<file path="src/rtl/serial_subtractor.sv">
// -----------------------------------------------------------------------------
// serial_subtractor
//   Bit-serial two's-complement subtractor (a - b), LSB first. Each accepted
//   bit produces one registered difference bit one cycle later. A word closes
//   on in_last. A word that reaches WIDTH bits without in_last is also closed,
//   and err_len pulses for that cycle. The borrow and the bit count are cleared
//   whenever a word closes, so every word starts with borrow-in = 0.
//
//   Optional feature: define SERIAL_SUB_PARALLEL_OUT_EN to add a parallel
//   result (word_valid / diff_word). In the default build the macro is
//   undefined, and these ports and their registers do not exist.
//
// Ports
//   clk        : clock, rising edge
//   rst_n      : asynchronous active-low reset
//   in_valid   : in_a / in_b / in_last are valid this cycle
//   in_a       : minuend bit (LSB first)
//   in_b       : subtrahend bit (LSB first)
//   in_last    : this bit is the word's MSB
//   out_valid  : out_d / out_last are valid
//   out_d      : difference bit
//   out_last   : final bit of the word
//   borrow     : final borrow of the word (only meaningful with out_last)
//   err_len    : one-cycle pulse when a word is force-terminated at WIDTH bits
//   word_valid : (optional) pulses together with out_last
//   diff_word  : (optional) full difference, zero above the received length
// -----------------------------------------------------------------------------
module serial_subtractor #(
    parameter int WIDTH = 8
) (
    input  logic             clk,
    input  logic             rst_n,
    input  logic             in_valid,
    input  logic             in_a,
    input  logic             in_b,
    input  logic             in_last,
    output logic             out_valid,
    output logic             out_d,
    output logic             out_last,
    output logic             borrow,
    output logic             err_len
`ifdef SERIAL_SUB_PARALLEL_OUT_EN
    ,
    output logic             word_valid,
    output logic [WIDTH-1:0] diff_word
`endif
);

    localparam int CW = (WIDTH > 2) ? $clog2(WIDTH) : 1;
    localparam logic [CW-1:0] LAST_IDX = CW'(WIDTH - 1);

    typedef enum logic {
        ST_IDLE = 1'b0,
        ST_RUN  = 1'b1
    } state_t;

    // Full subtractor: returns {borrow_out, difference}.
    function automatic logic [1:0] full_sub(input logic a, input logic b, input logic bin);
        logic d;
        logic bout;
        d    = a ^ b ^ bin;
        bout = (~a & b) | (~(a ^ b) & bin);
        return {bout, d};
    endfunction

    state_t        state_r;
    state_t        state_nxt_s;
    logic [CW-1:0] count_r;
    logic [CW-1:0] count_nxt_s;
    logic          bin_r;
    logic          bin_nxt_s;
    logic [1:0]    sub_s;
    logic          close_s;

    logic out_valid_r, out_d_r, out_last_r, borrow_r, err_len_r;
    logic out_valid_nxt_s, out_d_nxt_s, out_last_nxt_s, borrow_nxt_s, err_len_nxt_s;

    // Next-state, counter, borrow and output decode for one accepted bit.
    always_comb begin
        state_nxt_s     = state_r;
        count_nxt_s     = count_r;
        bin_nxt_s       = bin_r;
        close_s         = 1'b0;
        out_valid_nxt_s = 1'b0;
        out_d_nxt_s     = 1'b0;
        out_last_nxt_s  = 1'b0;
        borrow_nxt_s    = 1'b0;
        err_len_nxt_s   = 1'b0;
        sub_s           = full_sub(in_a, in_b, bin_r);
        if (in_valid) begin
            out_valid_nxt_s = 1'b1;
            out_d_nxt_s     = sub_s[0];
            case (state_r)
                ST_IDLE: begin
                    if (in_last) begin
                        close_s = 1'b1;
                    end else begin
                        state_nxt_s = ST_RUN;
                        count_nxt_s = {{(CW-1){1'b0}}, 1'b1};
                        bin_nxt_s   = sub_s[1];
                    end
                end
                ST_RUN: begin
                    // Reaching the WIDTH-th bit without in_last force-closes.
                    if (in_last || (count_r == LAST_IDX)) begin
                        close_s       = 1'b1;
                        err_len_nxt_s = ~in_last;
                    end else begin
                        count_nxt_s = count_r + {{(CW-1){1'b0}}, 1'b1};
                        bin_nxt_s   = sub_s[1];
                    end
                end
                default: begin
                    close_s = 1'b1;
                end
            endcase
            if (close_s) begin
                state_nxt_s    = ST_IDLE;
                count_nxt_s    = {CW{1'b0}};
                bin_nxt_s      = 1'b0;
                out_last_nxt_s = 1'b1;
                borrow_nxt_s   = sub_s[1];
            end else begin
                out_last_nxt_s = 1'b0;
            end
        end else begin
            // Gap: hold state, count and borrow; outputs idle.
            state_nxt_s = state_r;
            count_nxt_s = count_r;
            bin_nxt_s   = bin_r;
        end
    end

    // State, count, running borrow and registered outputs.
    always_ff @(posedge clk or negedge rst_n) begin
        if (!rst_n) begin
            state_r     <= ST_IDLE;
            count_r     <= {CW{1'b0}};
            bin_r       <= 1'b0;
            out_valid_r <= 1'b0;
            out_d_r     <= 1'b0;
            out_last_r  <= 1'b0;
            borrow_r    <= 1'b0;
            err_len_r   <= 1'b0;
        end else begin
            state_r     <= state_nxt_s;
            count_r     <= count_nxt_s;
            bin_r       <= bin_nxt_s;
            out_valid_r <= out_valid_nxt_s;
            out_d_r     <= out_d_nxt_s;
            out_last_r  <= out_last_nxt_s;
            borrow_r    <= borrow_nxt_s;
            err_len_r   <= err_len_nxt_s;
        end
    end

    assign out_valid = out_valid_r;
    assign out_d     = out_d_r;
    assign out_last  = out_last_r;
    assign borrow    = borrow_r;
    assign err_len   = err_len_r;

`ifdef SERIAL_SUB_PARALLEL_OUT_EN
    logic [WIDTH-1:0] word_acc_r;
    logic [WIDTH-1:0] word_bits_s;
    logic [WIDTH-1:0] diff_word_r;
    logic             word_valid_r;

    // Insert the current difference bit at its position in the partial word.
    always_comb begin
        word_bits_s          = word_acc_r;
        word_bits_s[count_r] = sub_s[0];
    end

    // Accumulate the partial word; publish and clear it when the word closes.
    always_ff @(posedge clk or negedge rst_n) begin
        if (!rst_n) begin
            word_acc_r   <= {WIDTH{1'b0}};
            diff_word_r  <= {WIDTH{1'b0}};
            word_valid_r <= 1'b0;
        end else if (in_valid && close_s) begin
            word_acc_r   <= {WIDTH{1'b0}};
            diff_word_r  <= word_bits_s;
            word_valid_r <= 1'b1;
        end else if (in_valid) begin
            word_acc_r   <= word_bits_s;
            word_valid_r <= 1'b0;
        end else begin
            word_valid_r <= 1'b0;
        end
    end

    assign word_valid = word_valid_r;
    assign diff_word  = diff_word_r;
`endif

endmodule
</file>
<file path="config.mk">
export PLATFORM = sky130hd
export DESIGN_NAME = serial_subtractor
export DESIGN_NICKNAME = d
export VERILOG_FILES = /design/src/rtl/serial_subtractor.sv
export SDC_FILE = /design/constraint.sdc
export NUM_CORES = 1
export LEC_CHECK = 0
export CORE_AREA = 2 2 39 41
export DETAILED_ROUTE_END_ITERATION = 7
export DIE_AREA = 0 0 41 43
export GPL_ROUTABILITY_DRIVEN = 0
export GPL_TIMING_DRIVEN = 0
export HOLD_SLACK_MARGIN = 0.02
export MAX_ROUTING_LAYER = met4
export PLACE_DENSITY = 0.66
export SLEW_MARGIN = 20
export SYNTH_ARGS = -nofsm -noshare
export SYNTH_HDL_FRONTEND = slang
export SYNTH_SLANG_ARGS = --single-unit
</file>
<file path="constraint.sdc">
create_clock -name clk -period 1.5 [get_ports clk]
set_input_delay 0.225 -clock clk [delete_from_list [all_inputs] [get_ports clk]]
set_output_delay 0.225 -clock clk [all_outputs]
set_load 0.01 [all_outputs]
</file>
==> out/qor.yml, run 1 <==
yosys:
  yosysSeqAreaShare_pct: 60.24
  syn-cell-area_sq_um: 415.4
  synthesis.instances: 33
  synth.distinct_cells: 17
  synth_seq_cells: 10
  syn_avg_cell_area_sq_um: 12.59
  yosysWarnings: 0
  synth_fp_nets: 42
routing:
  firstDrtPassIters: 3
  avgViaCountPerCell: 4.587
  post-route-drc-count: 0
  initialDrtViolationCount: 1
  vias: 289
  wl_per_cell_microns: 11.08
  wl_microns: 698
  ant_nets: 0
floorplan:
  io_pins: 11
  core_sq_um: 1384
  die_area_sq_um: 1763
  initial_core_util_pct: 30.02
  die_h_microns: 43
  die-width_microns: 41
  fp-row-count: 14
power:
  seq_power_share_pct: 48.4
  power-per-cell-area_nw_per_um2: 1063
  internal_power_mw: 0.4787
  p_switching_mw: 0.1384
  sw_frac_of_total_pct: 22.43
  comb_power_share_pct: 12.7
  leakagePower_nw: 0.2775
  p_clk_share_pct: 38.9
  ir_worst_vdd_uv: 313.3
clock_network:
  cts_root_buf: "clkbuf_4"
  clk_pin_slew_ns: 0.07
  clockBufferDepth: 2
  cts_tree: "done"
  hold_buffers: 0
  numClockSinks: 10
  htree_levels: 1
  insertion_delay_ns: 0.26
  cts_made_buffers: 3
cells_and_area:
  fin_nets: 57
  synthToLayoutAreaGrowth_pct: 39.76
  num_antenna_cells: 0
  fillers: 146
  fin_cells: 63
  layout-drive-gt1-share_pct: 19.15
timing:
  drv_slew: 0
  period_minus_slack_ns: 1.443
  setup_tns_ns: 0
  rsz0062_at_grt: "no"
  clock-skew-final_ns: 0.002964
  setup_viol: 0
  tightest_slew_ns: 0.4207
  fmax_mhz: 692.8
  slew_headroom_pct: 71.87
  fin_crit_sh_pct: 96.23
  finalHoldViolCount: 0
worst_setup_path:
  path_class: "reg2reg"
  worstPathCellList: "ha_1 > ha_1 > or3b_4 > o2bb2ai_1"
  cpLargestDelayFamily: "adder cells"
  cp.arrival_ns: 1.63
  cp_slowest_stage_delay_ns: 0.41
  startpoint_type: "register"
  r2r-start: "count_r[0]"
  required_ns: 1.69
  r2r_cells: 4
  timing.rr.end: "count_r[2]"
  endpoint_kind: "register"
  cp_slowest_cell: "dfrtp_1"
  r2r_slack_ns: 0.06
  crit_fanout: 4
  worst_path_most_repeated_cell: "ha_1"
  cp.buffers_inverters: 0
global_route:
  use_met2_pct: 16.25
  use_met1_pct: 12.58
  use_met3_pct: 3.141
  grt_max_degree: 11
  antenna_found_initial: 0
  grt_util_all_layers_pct: 11.53
  top_usage_layer: "met2"
  grt_pass1_wl_microns: 1255
  overflow: 0
  grt_pass1_vias: 306
run:
  drv_cap: 0
placement:
  dp.cells: 59
  port_buffers: 10
  hpwl_microns: 544.7
outcome:
  status: "complete, no violations"
hold_path:
  hold_path.class: "in2async"
[flip-flops by register name, summed over array words and instances (netlist names)]
name / flops
state_r: 1
out_last: 1
bin_r: 1
out_valid: 1
out_d: 1
err_len: 1
borrow: 1
count_r: 3
[final cells by class]
class	count	area [sq um]	share of cell area, %
plain buffers	1	5.005	0.8621
clock buffers	4	36.28	6.250
inverters	2	7.507	1.293
multi-input cells	20	161.4	27.80
flip-flops and latches	10	250.2	43.10
well taps	16	20.02	3.448
repair buffers	10	100.1	17.24
[synthesized netlist by cell type]
master      n  area (sq um)
a21o_2      1         8.760
a21oi_1     1         5.000
a22o_1      1         8.760
and2_1      1         6.260
and3_1      1         6.260
and3_2      1         7.510
buf_2       1         5.000
dfrtp_1    10         250.2
fa_1        1         20.02
ha_1        2         25.02
inv_1       2         7.510
nand2_1     3         11.26
nor2_1      2         7.510
nor2b_1     1         6.260
o21ai_0     1         5.000
o2bb2ai_1   3         26.28
or3b_1      1         8.760
[placed cells by master, fill, tap and decap left out]
master,netlist,routed
a21o_2,1,1
and3_1,1,1
clkbuf_4,0,3
nor2_1,2,2
a21oi_1,1,1
inv_1,2,2
o2bb2ai_2,0,1
fa_1,1,1
clkdlybuf4s50_1,0,10
nand2_1,3,3
ha_1,2,2
clkbuf_8,0,1
and3_2,1,1
nor2b_1,1,1
o2bb2ai_1,3,2
or3b_4,0,1
and2_1,1,1
a22o_1,1,1
o21ai_0,1,1
dfrtp_1,10,10
buf_2,1,1
[timing repair]
action / CTS / global route
setup endpoints to repair: 0 / 2
gates resized for setup: 0 / 2
hold endpoints to repair: 0 / 0
setup buffers: 0 / 0
[metrics by stage]
stage | instance area [sq um] | total power, mW | setup slack (ns) | util, % | hold slack (ns)
6_report | 580.6 | 0.6171 | 0.05662 | 41.95 | 0.2612
2_1_floorplan | 415.4 | 0.3367 | 0.1561 | - | -0.07059
4_1_cts | 571.8 | 0.6207 | 0.03028 | 41.32 | 0.2768
3_3_place_gp | 535.5 | 0.3763 | 0.05766 | 38.70 | 0.4802
3_5_place_dp | 535.5 | 0.3787 | 0.04850 | 38.70 | 0.5037
5_1_grt | 580.6 | 0.6525 | 0.003582 | 41.95 | 0.3090
[cell families (layout without fill, tap and decap cells)]
group | Yosys count | in the layout | synth area share, %
DFF | 10 | 10 | 60.24
AOI/OAI and AO/OA | 7 | 7 | 12.95
adders and majority gates | 3 | 3 | 10.84
and+or+nand+nor | 10 | 10 | 12.96
buffers and inverters | 3 | 17 | 3.012
[power groups by stage]
stage	Combinational [mW]	Clock [mW]	Sequential, mW
2_1_floorplan	0.0324	0	0.304
3_3_place_gp	0.0740	0	0.302
3_5_place_dp	0.0751	0	0.304
4_1_cts	0.0756	0.247	0.298
5_1_grt	0.0921	0.259	0.301
6_report	0.0781	0.240	0.299
[per-layer routing]
| metal | part of all wire [%] | up-vias |
|---|---|---|
| li1 | - | 140 |
| met1 | 41 | 136 |
| met2 | 49 | 11 |
| met3 | 6.9 | 2 |
| met4 | 3.3 | 0 |
| met5 | 0 | - |
[worst max-delay path by stage]
stage	cells after the start	to	slack, ns	startpoint
6_report	4	count_r[2]	0.06	count_r[0]
5_1_grt	4	count_r[2]	0.004	count_r[0]
4_1_cts	4	count_r[1]	0.03	count_r[0]
3_5_place_dp	4	count_r[1]	0.05	count_r[0]
3_3_place_gp	4	borrow	0.06	in_a
2_1_floorplan	4	count_r[1]	0.16	count_r[0]
Power figures use the tool's default switching activity.
==> inputs of run 2 (changes only) <==
ABC_CLOCK_PERIOD_IN_PS = 1500   (was not set)
==> results of run 2 <==
The final DEF is identical to that of run 1; final timing and power are the same.
==> inputs of run 3 (changes only) <==
DONT_BUFFER_PORTS = 1   (was not set)
PLACE_DENSITY = 0.56   (was 0.66)
==> run 3 against run 2 <==
  * Clock power increased by 3%
  * Worst hold slack lost 0.11 ns
  * Power decreased by 2.6%
  * Worst setup slack worse by 0.022 ns
  * Sequential power is essentially flat
  * Fmax shrank 1.5%
  * Critical path depth unchanged
  * Via count decreased by 8.0%
  * Register-to-register slack worse by 0.02 ns
  * Count of clock-buffer cells in the layout unchanged
  * Clock skew is 0.00087 ns higher
  * Critical path type unchanged
  * Highest routed layer unchanged
==> out/qor.yml, run 3 (synthesized netlist as in run 1, its figures left out) <==
global_route:
  grt_util_all_layers_pct: 10.68  # was 11.53%
  grt_pass1_vias: 279  # was 306
  grt_max_degree: 11  # unchanged
  antenna_found_initial: 0  # unchanged
  grt_pass1_wl_microns: 1131  # was 1255 microns
  overflow: 0  # unchanged
worst_setup_path:
  r2r_slack_ns: 0.03  # was 0.06 ns
  worst_path_most_repeated_cell: "ha_1"  # unchanged
  startpoint_type: "register"  # unchanged
  path_class: "reg2reg"  # unchanged
  crit_fanout: 4  # unchanged
  cp.arrival_ns: 1.66  # was 1.63 ns
  required_ns: 1.69  # about the same
  worstPathCellList: "ha_1 > ha_1 > or3b_4 > o2bb2ai_1"  # unchanged
  cp_slowest_cell: "or3b_4"  # was dfrtp_1
  endpoint_kind: "register"  # unchanged
  cpLargestDelayFamily: "adder cells"  # unchanged
  cp.buffers_inverters: 0  # unchanged
  cp_slowest_stage_delay_ns: 0.41  # about the same
power:
  total_power_mw: 0.6009  # was 0.6171 mW
  comb_power_share_pct: 8.4  # was 12.7%
  sw_frac_of_total_pct: 23.51  # was 22.43%
  ir_worst_vdd_uv: 330.0  # was 313.3 uV
  internal_power_mw: 0.4596  # was 0.4787 mW
  p_switching_mw: 0.1413  # was 0.1384 mW
  leakagePower_nw: 0.2463  # was 0.2775 nW
  p_clk_share_pct: 41.3  # was 38.9%
  seq_power_share_pct: 50.3  # was 48.4%
  power-per-cell-area_nw_per_um2: 1216  # was 1063 nW/um^2
outcome:
  status: "complete, no violations"  # unchanged
cells_and_area:
  largest_reg_flops: 3  # unchanged
  synthToLayoutAreaGrowth_pct: 18.98  # was 39.76%
  final_cell_mix: "dfrtp_1 (10), nand2_1 (3), o2bb2ai_1 (3), clkbuf_4 (3)"  # was dfrtp_1 (10), clkdlybuf4s50_1 (10), nand2_1 (3), clkbuf_4 (3)
  num_antenna_cells: 0  # unchanged
  fillers: 141  # was 146
  layout-drive-gt1-share_pct: 20.51  # was 19.15%
  final_util_pct: 35.71  # was 41.95%
  fin_nets: 49  # was 57
  final_common_cell: "dfrtp_1"
  regMostFlops: "count_r"  # unchanged
timing:
  setup_tns_ns: 0  # unchanged
  fin_crit_sh_pct: 97.72  # was 96.23%
  fmax_mhz: 682.2  # was 692.8 MHz
  rsz0062_at_grt: "no"  # unchanged
  tightest_slew_ns: 0.4486  # was 0.4207 ns
  setup_viol: 0  # unchanged
  finalWorstSetupSlack_ns: 0.03422  # was 0.05662 ns
  clock-skew-final_ns: 0.003833  # was 0.002964 ns
  slew_headroom_pct: 69.99  # was 71.87%
  drv_slew: 0  # unchanged
  period_minus_slack_ns: 1.466  # was 1.443 ns
  finalHoldViolCount: 0  # unchanged
routing:
  avgViaCountPerCell: 4.836  # was 4.587
  ant_nets: 0  # unchanged
  wl_microns: 722  # was 698 microns
  vias: 266  # was 289
  initialDrtViolationCount: 5  # was 1
  firstDrtPassIters: 4  # was 3
  wl_per_cell_microns: 13.13  # was 11.08 microns
  post-route-drc-count: 0  # unchanged
floorplan:
  fp-row-count: 14  # unchanged
  initial_core_util_pct: 30.02  # unchanged
  io_pins: 11  # unchanged
  die-width_microns: 41  # unchanged
  die_area_sq_um: 1763  # unchanged
  core_sq_um: 1384  # unchanged
  die_h_microns: 43  # unchanged
clock_network:
  insertion_delay_ns: 0.27  # was 0.26 ns
  cts_tree: "done"  # unchanged
  clockBufferDepth: 2  # unchanged
  clk_pin_slew_ns: 0.06  # was 0.07 ns
  numClockSinks: 10  # unchanged
  cts_root_buf: "clkbuf_4"  # unchanged
  htree_levels: 1  # unchanged
  cts_made_buffers: 3  # unchanged
hold_path:
  hold_path.class: "in2reg"  # was in2async
placement:
  port_buffers: 0  # was 10
  place_ws_ns: 0.03704  # was 0.04850 ns
run:
  drv_cap: 0  # unchanged
-- run 3: layer usage --
metal / up-vias / wire (microns) / global-route usage, %
met5: - / 0 / -
li1: 124 / - / -
met3: 3 / 42 / 3.141
met2: 9 / 375 / 13.75
met1: 130 / 271 / 11.55
met4: 0 / 33 / 12.00
-- run 3: per-stage QoR --
step / area, sq um / hold slack [ns] / cells
6_report: 494.2 / 0.1484 / 55
5_1_grt: 494.2 / 0.1464 / 55
4_1_cts: 491.7 / 0.1497 / 55
3_5_place_dp: 435.4 / -0.07036 / 49
3_3_place_gp: 435.4 / -0.07038 / 49
2_1_floorplan: 415.4 / -0.07059 / 33
-- run 3: final cells by class --
type                       instances  area, sq um  share of cell area [%]
timing repair buffer               2        20.02                   4.051
tap                               16        20.02                   4.051
multi-input combinational         20        155.1                   31.39
sequential                        10        250.2                   50.63
clock buffer                       4        36.28                   7.342
buffer                             1        5.005                   1.013
inverter                           2        7.507                   1.519
-- run 3: power by group through the flow --
stage / clock network, mW / registers, mW / logic, mW
after floorplan: 0 / 0.304 / 0.0324
after global placement: 0 / 0.307 / 0.0361
after detailed placement: 0 / 0.308 / 0.0399
after CTS: 0.254 / 0.302 / 0.0493
after global routing: 0.276 / 0.305 / 0.0585
final: 0.248 / 0.302 / 0.0505
-- run 3: worst paths after layout --
check / start / end / cells past startpoint
max: count_r[0] / count_r[1] / 4
min: in_last / count_r[2] / 2
max reg2reg: count_r[0] / count_r[1] / 4
min reg2reg: count_r[1] / count_r[1] / 1
max in group asynchronous: rst_n / count_r[2] / 1
min in group asynchronous: rst_n / out_last / 1
-- run 3: what timing repair did --
action | 4_1_cts | 5_1_grt
endpoints found under the setup margin | 0 | 2
resized for setup | 0 | 1
hold endpoints to repair | 11 | 0
hold buffers | 2 | 0
buffers inserted | 0 | 0
